--- config.mk ---
export PLATFORM = sky130hd
export DESIGN_NAME = eth_frame_tx
export DESIGN_NICKNAME = d
export VERILOG_FILES = /design/src/rtl/eth_pkg.sv /design/src/rtl/eth_tx_buf.sv /design/src/rtl/eth_frame_tx.sv
export SDC_FILE = /design/constraint.sdc
export NUM_CORES = 1
export LEC_CHECK = 0
export ABC_AREA = 1
export CORE_ASPECT_RATIO = 1.1
export CORE_MARGIN = 2
export CORE_UTILIZATION = 50
export CTS_BUF_LIST = sky130_fd_sc_hd__clkbuf_16
export DETAILED_ROUTE_END_ITERATION = 12
export PLACE_DENSITY = 0.76
export SLEW_MARGIN = 20
export SYNTH_ARGS = -nofsm -noshare
export SYNTH_HDL_FRONTEND = slang
export SYNTH_HIERARCHICAL = 1
export SYNTH_SLANG_ARGS = --single-unit
export TNS_END_PERCENT = 50
--- constraint.sdc ---
create_clock -name clk -period 6.5 [get_ports clk]
set_clock_uncertainty 0.15 [all_clocks]
set_input_delay 1.3 -clock clk [delete_from_list [all_inputs] [get_ports clk]]
set_output_delay 1.3 -clock clk [all_outputs]
set_load 0.1 [all_outputs]
--- src/rtl/eth_pkg.sv ---
// Shared types and framing constants for the byte-wide Ethernet transmit/receive pair.
package eth_pkg;

  typedef logic [47:0] mac_addr_t;

  typedef enum logic [3:0] {
    IDLE,
    LOAD,
    WAIT_RDY,
    PREAMBLE,
    SFD,
    DST,
    SRC,
    LEN,
    PL,
    FCS
  } tx_state_t;

  localparam logic [7:0] PREAMBLE_BYTE = 8'hAA;
  localparam logic [7:0] SFD_BYTE      = 8'hAB;
  localparam int         PREAMBLE_LEN  = 7;
  localparam int         MAC_LEN       = 6;
  localparam int         LEN_LEN       = 2;
  localparam int         FCS_LEN       = 4;

  // MAC addresses go on the wire least-significant byte first.
  function automatic logic [7:0] mac_byte(input mac_addr_t mac, input logic [2:0] idx);
    mac_addr_t shifted;
    shifted = mac >> {idx, 3'b000};
    return shifted[7:0];
  endfunction

endpackage

--- src/rtl/eth_tx_buf.sv ---
// Payload buffer: one write per cycle while loading, combinational read while emitting.
module eth_tx_buf #(
  parameter int DEPTH = 64,
  parameter int AW    = 6
) (
  input  logic          clk,
  input  logic          we_i,
  input  logic [AW-1:0] waddr_i,
  input  logic [7:0]    wdata_i,
  input  logic [AW-1:0] raddr_i,
  output logic [7:0]    rdata_o
);

  logic [7:0] mem_q [DEPTH];

  always_ff @(posedge clk) begin
    if (we_i) mem_q[waddr_i] <= wdata_i;
  end

  assign rdata_o = mem_q[raddr_i];

endmodule

--- src/rtl/eth_frame_tx.sv ---
// Buffers a payload, then emits a gap-free frame (preamble, SFD, MACs, length,
// payload, LRC-based FCS) into the byte-wide receiver.
module eth_frame_tx
  import eth_pkg::*;
#(
  parameter mac_addr_t SRC_MAC_ADDR = 48'h02_00_00_00_00_01,
  parameter int        MAX_LEN      = 64
) (
  input  logic        clk,
  input  logic        rst,
  input  logic        req,
  input  logic [15:0] req_len,
  input  mac_addr_t   req_dst_mac,
  output logic        req_ready,
  output logic        req_err,
  input  logic [7:0]  pl_data,
  input  logic        pl_vld,
  output logic        pl_rdy,
  input  logic        rx_ready,
  output logic [7:0]  tx_data,
  output logic        tx_start,
  output logic        tx_active,
  output logic        done
);

  localparam int          AW        = (MAX_LEN > 1) ? $clog2(MAX_LEN) : 1;
  localparam logic [15:0] MAX_LEN_W = 16'(MAX_LEN);
  localparam logic [15:0] PRE_LAST  = 16'(PREAMBLE_LEN - 1);
  localparam logic [15:0] MAC_LAST  = 16'(MAC_LEN - 1);
  localparam logic [15:0] LEN_LAST  = 16'(LEN_LEN - 1);
  localparam logic [15:0] FCS_LAST  = 16'(FCS_LEN - 1);

  tx_state_t   state_q, state_d;
  logic [15:0] cnt_q, cnt_d;
  logic [15:0] count_q, count_d;
  logic [15:0] len_q, len_d;
  mac_addr_t   dst_q, dst_d;
  logic [7:0]  sum_q, sum_d;
  logic        done_q, done_d;
  logic        buf_we;
  logic [7:0]  buf_rdata;

  eth_tx_buf #(
    .DEPTH (MAX_LEN),
    .AW    (AW)
  ) u_buf (
    .clk     (clk),
    .we_i    (buf_we),
    .waddr_i (count_q[AW-1:0]),
    .wdata_i (pl_data),
    .raddr_i (cnt_q[AW-1:0]),
    .rdata_o (buf_rdata)
  );

  always_ff @(posedge clk) begin
    if (rst) begin
      state_q <= IDLE;
      cnt_q   <= '0;
      count_q <= '0;
      len_q   <= '0;
      dst_q   <= '0;
      sum_q   <= '0;
      done_q  <= 1'b0;
    end else begin
      state_q <= state_d;
      cnt_q   <= cnt_d;
      count_q <= count_d;
      len_q   <= len_d;
      dst_q   <= dst_d;
      sum_q   <= sum_d;
      done_q  <= done_d;
    end
  end

  always_comb begin
    state_d   = state_q;
    count_d   = count_q;
    len_d     = len_q;
    dst_d     = dst_q;
    sum_d     = sum_q;
    req_ready = 1'b0;
    req_err   = 1'b0;
    pl_rdy    = 1'b0;
    buf_we    = 1'b0;
    tx_data   = 8'h00;
    tx_start  = 1'b0;
    tx_active = 1'b0;

    case (state_q)
      IDLE: begin
        req_ready = 1'b1;
        if (req) begin
          if (req_len != 16'd0 && req_len <= MAX_LEN_W) begin
            len_d   = req_len;
            dst_d   = req_dst_mac;
            count_d = '0;
            state_d = LOAD;
          end else begin
            req_err = 1'b1;
          end
        end
      end
      LOAD: begin
        pl_rdy = (count_q < len_q);
        if (pl_vld && pl_rdy) begin
          buf_we  = 1'b1;
          count_d = count_q + 16'd1;
          if (count_q == len_q - 16'd1) state_d = WAIT_RDY;
        end
      end
      WAIT_RDY: begin
        if (rx_ready) begin
          sum_d   = '0;
          state_d = PREAMBLE;
        end
      end
      PREAMBLE: begin
        tx_active = 1'b1;
        tx_data   = PREAMBLE_BYTE;
        tx_start  = (cnt_q == 16'd0);
        if (cnt_q == PRE_LAST) state_d = SFD;
      end
      SFD: begin
        tx_active = 1'b1;
        tx_data   = SFD_BYTE;
        state_d   = DST;
      end
      DST: begin
        tx_active = 1'b1;
        tx_data   = mac_byte(dst_q, cnt_q[2:0]);
        sum_d     = sum_q + tx_data;
        if (cnt_q == MAC_LAST) state_d = SRC;
      end
      SRC: begin
        tx_active = 1'b1;
        tx_data   = mac_byte(SRC_MAC_ADDR, cnt_q[2:0]);
        sum_d     = sum_q + tx_data;
        if (cnt_q == MAC_LAST) state_d = LEN;
      end
      LEN: begin
        tx_active = 1'b1;
        tx_data   = cnt_q[0] ? len_q[15:8] : len_q[7:0];
        sum_d     = sum_q + tx_data;
        if (cnt_q == LEN_LAST) state_d = PL;
      end
      PL: begin
        tx_active = 1'b1;
        tx_data   = buf_rdata;
        sum_d     = sum_q + tx_data;
        if (cnt_q == len_q - 16'd1) state_d = FCS;
      end
      FCS: begin
        tx_active = 1'b1;
        tx_data   = ~sum_q + 8'd1;
        if (cnt_q == FCS_LAST) state_d = IDLE;
      end
      default: state_d = IDLE;
    endcase

    // The in-state counter restarts on every transition so each field indexes from zero.
    cnt_d  = (state_d != state_q) ? 16'd0 : cnt_q + 16'd1;
    done_d = (state_q == FCS) && (state_d == IDLE);
  end

  assign done = done_q;

endmodule

==> results of run 1 <==
==> critical path: cells and delay by family (launching register included) <==
family          cells  cell delay, ns
compound gates      2            0.33
simple gates        9            1.19
buf+inv             2            1.13
flops               1            0.67
==> stage by stage <==
stage | hold slack (ns) | std cells | worst slack (ns) | util (%) | total power (uW)
5_1_grt | 0.306 | 3716 | 0.645 | 55.8 | 8600
3_3_place_gp | 0.280 | 3606 | 1.45 | 52.4 | 5040
3_5_place_dp | 0.284 | 3606 | 1.48 | 52.4 | 5060
4_1_cts | 0.294 | 3716 | 0.952 | 55.8 | 8390
6_report | 0.292 | 3716 | 0.851 | 55.8 | 8350
2_1_floorplan | 0.270 | 2889 | 1.75 | - | 4840
==> routing by layer <==
layer | vias up | routed length (um) | share of wire, % | global-route usage [%]
met1 | 10100 | 27400 | 38 | 29.9
met2 | 1105 | 34600 | 48 | 41.4
met4 | 0 | 3950 | 5.5 | 13.7
li1 | 9978 | - | - | -
met5 | - | 0 | 0 | 0
met3 | 241 | 5770 | 8.0 | 4.19
==> kinds of logic (layout without fill, tap and decap cells) <==
family | after synthesis | after routing | share of synthesized area [%]
buffers and inverters | 316 | 399 | 5.64
XOR/XNOR | 21 | 21 | 0.750
AND/OR/NAND/NOR | 1651 | 1651 | 25.2
flip-flops | 621 | 621 | 62.3
AO/OA/AOI/OAI | 249 | 249 | 4.72
adder cells (fa/ha/maj) | 31 | 31 | 1.40
==> power by group through the flow <==
| stage | clock, uW | combinational, uW | sequential, uW |
|---|---|---|---|
| after floorplan | 0 | 449 | 4390 |
| after global routing | 3550 | 733 | 4320 |
| final | 3360 | 673 | 4320 |
| after global placement | 0 | 640 | 4400 |
| after CTS | 3410 | 661 | 4320 |
| after detailed placement | 0 | 656 | 4400 |
==> sequential cells by signal (all words and copies together) (netlist names) <==
register,cells
len_q,16
sum_q,8
cnt_q,16
count_q,16
done,1
state_q,4
dst_q,48
u_buf/mem_q,512
==> synth_stat cells, drive strengths merged, types with 2 or more instances <==
| master | number | area share [%] |
|---|---|---|
| a21oi | 118 | 2.1 |
| a221oi | 2 | 0.062 |
| a31oi | 4 | 0.089 |
| a32o | 5 | 0.18 |
| buf | 103 | 2.8 |
| clkbuf | 43 | 0.57 |
| dfxtp | 109 | 7.7 |
| edfxtp | 512 | 55 |
| ha | 30 | 1.3 |
| inv | 169 | 2.3 |
| nand2 | 877 | 12 |
| nand3 | 522 | 9.3 |
| nand3b | 7 | 0.19 |
| nand4 | 25 | 0.55 |
| nor2 | 180 | 2.6 |
| nor3 | 22 | 0.43 |
| nor4 | 12 | 0.27 |
| o211ai | 4 | 0.11 |
| o21a | 2 | 0.053 |
| o21ai | 106 | 1.9 |
| o21bai | 2 | 0.067 |
| or2 | 5 | 0.11 |
| xnor2 | 4 | 0.12 |
| xnor3 | 2 | 0.16 |
| xor2 | 15 | 0.47 |
==> layout make-up <==
class | count | area (um2) | share of cell area (%)
clock buffers | 60 | 1500 | 4.82
clock inverters | 50 | 405 | 1.30
inverters | 170 | 646 | 2.07
multi-input cells | 1952 | 9040 | 29.0
flip-flops and latches | 621 | 17600 | 56.3
well taps | 744 | 931 | 2.99
repair buffers | 119 | 1080 | 3.48
==> final timing paths <==
check,startpoint,to,cells after the start
worst max-delay path,cnt_q[0]$_SDFF_PP0_,tx_data[3],13
worst min register to register,dst_q[28]$_SDFFE_PP0P_,dst_q[28]$_SDFFE_PP0P_,2
worst min-delay path,dst_q[28]$_SDFFE_PP0P_,dst_q[28]$_SDFFE_PP0P_,2
worst max register to register,cnt_q[1]$_SDFF_PP0_,sum_q[7]$_SDFFE_PP0P_,24
==> flow_summary.ini, run 1 <==
[setup_path]
crit_arrival_ns = 4.20
cpPeakStageDelay_ns = 0.77
critPathRequiredTime_ns = 5.05
critPathSlowestCell = buf_12
path_cells = buf_12 -> nand2_1 -> nand3_1 -> nand3_1 -> nand2_1 -> nand2_1 -> nand3_1 -> nand3_1 -> nand2_1 -> a32o_1 -> nor3_1 -> o21ai_0 -> buf_4
critPathKind = reg -> out
rrSetupSlack_ns = 1.56
crit_path_start_kind = flop
end_kind = output port
path_max_fanout = 256

[cts]
clk_latency_ns = 0.64
cts_buffers = 60
post_cts_resize_count = 0
clk_pin_slew_ns = 0.06
clockBufferDepth = 3
clock-sinks = 621
post_cts_buffers = 0
hold_buffers = 0
h-tree-depth = 2
root_buffer = clkbuf_16
cts_tree = yes

[routing]
drtIter0Drc = 2527
drt_wl_total_mm = 71.8
viasPerCell = 5.77
num_vias = 21400
drc = 0
wl_per_cell_um = 19.3
first_pass_iters = 6
ant_nets = 0

[placement]
dp_hpwl_mm = 44.3
gp_congestion = 1.00
place_area_mm2 = 0.0293
port-buffer-count = 90

[die]
die-area_mm2 = 0.0583
start_util_pct = 50.4
core_mm2 = 0.0559
io_pins = 91
dieHeight_um = 253
die_x_um = 230
rows = 91

[yosys]
synth_area_mm2 = 0.0282
yosysWarnings = 6
syn_nets = 2997
async_flop_share_pct = 0
synthCells = 2889
ys_seq_elements = 621
yosysSeqAreaShare_pct = 62.3
syn_avg_cell_area_um2 = 9.75
ys.flop_type = edfxtp_1
synth_edf_count = 512
synth.distinct_cells = 47

[pwr]
switching_share_pct = 23.6
pwr-share-seq_pct = 51.8
ir_drop_uv = 257
p_leak_uw = 0.0116
internal-power_uw = 6380
power_switching_uw = 1970
p_per_area_mw_per_mm2 = 268
p_comb_share_pct = 8.1
clkPwrFrac_pct = 40.2

[cells_and_area]
fin_nets = 3032
final_cell_mix = nand2_1 (873), nand3_1 (521), edfxtp_1 (512)
drive_gt1_share_pct = 5.62
area_growth_pct = 10.6
mostFrequentLayoutCell = nand2_1
diodes = 0
fin_area_mm2 = 0.0312
fillers = 4654

[grt]
gr-total-overflow = 0
antenna_found_initial = 0
grt_util_all_layers_pct = 24.5
grt_max_degree = 257
grt_pass1_wl_mm = 112
grt_pass1_vias = 20900

[timing]
rsz0062_at_grt = no
max_freq_mhz = 177
period_share_pct = 86.9
slew_headroom_pct = 19.6
drv_slew = 0
fin_setup_tns_ns = 0
tightest_slew_ns = 1.21
setup_viol = 0
finalCriticalPeriod_ns = 5.65
finalHoldViolCount = 0

[run_status]
outcome = complete, no violations

[run]
maxCapViolCount = 0

[hold_path]
hold_class = reg -> reg
Power figures use the tool's default switching activity.
==> run 2, diff against run 1 <==
- TNS_END_PERCENT: 50 -> not set
==> results of run 2 <==
Same layout as run 1: the final DEF is identical, and so are final timing and power.
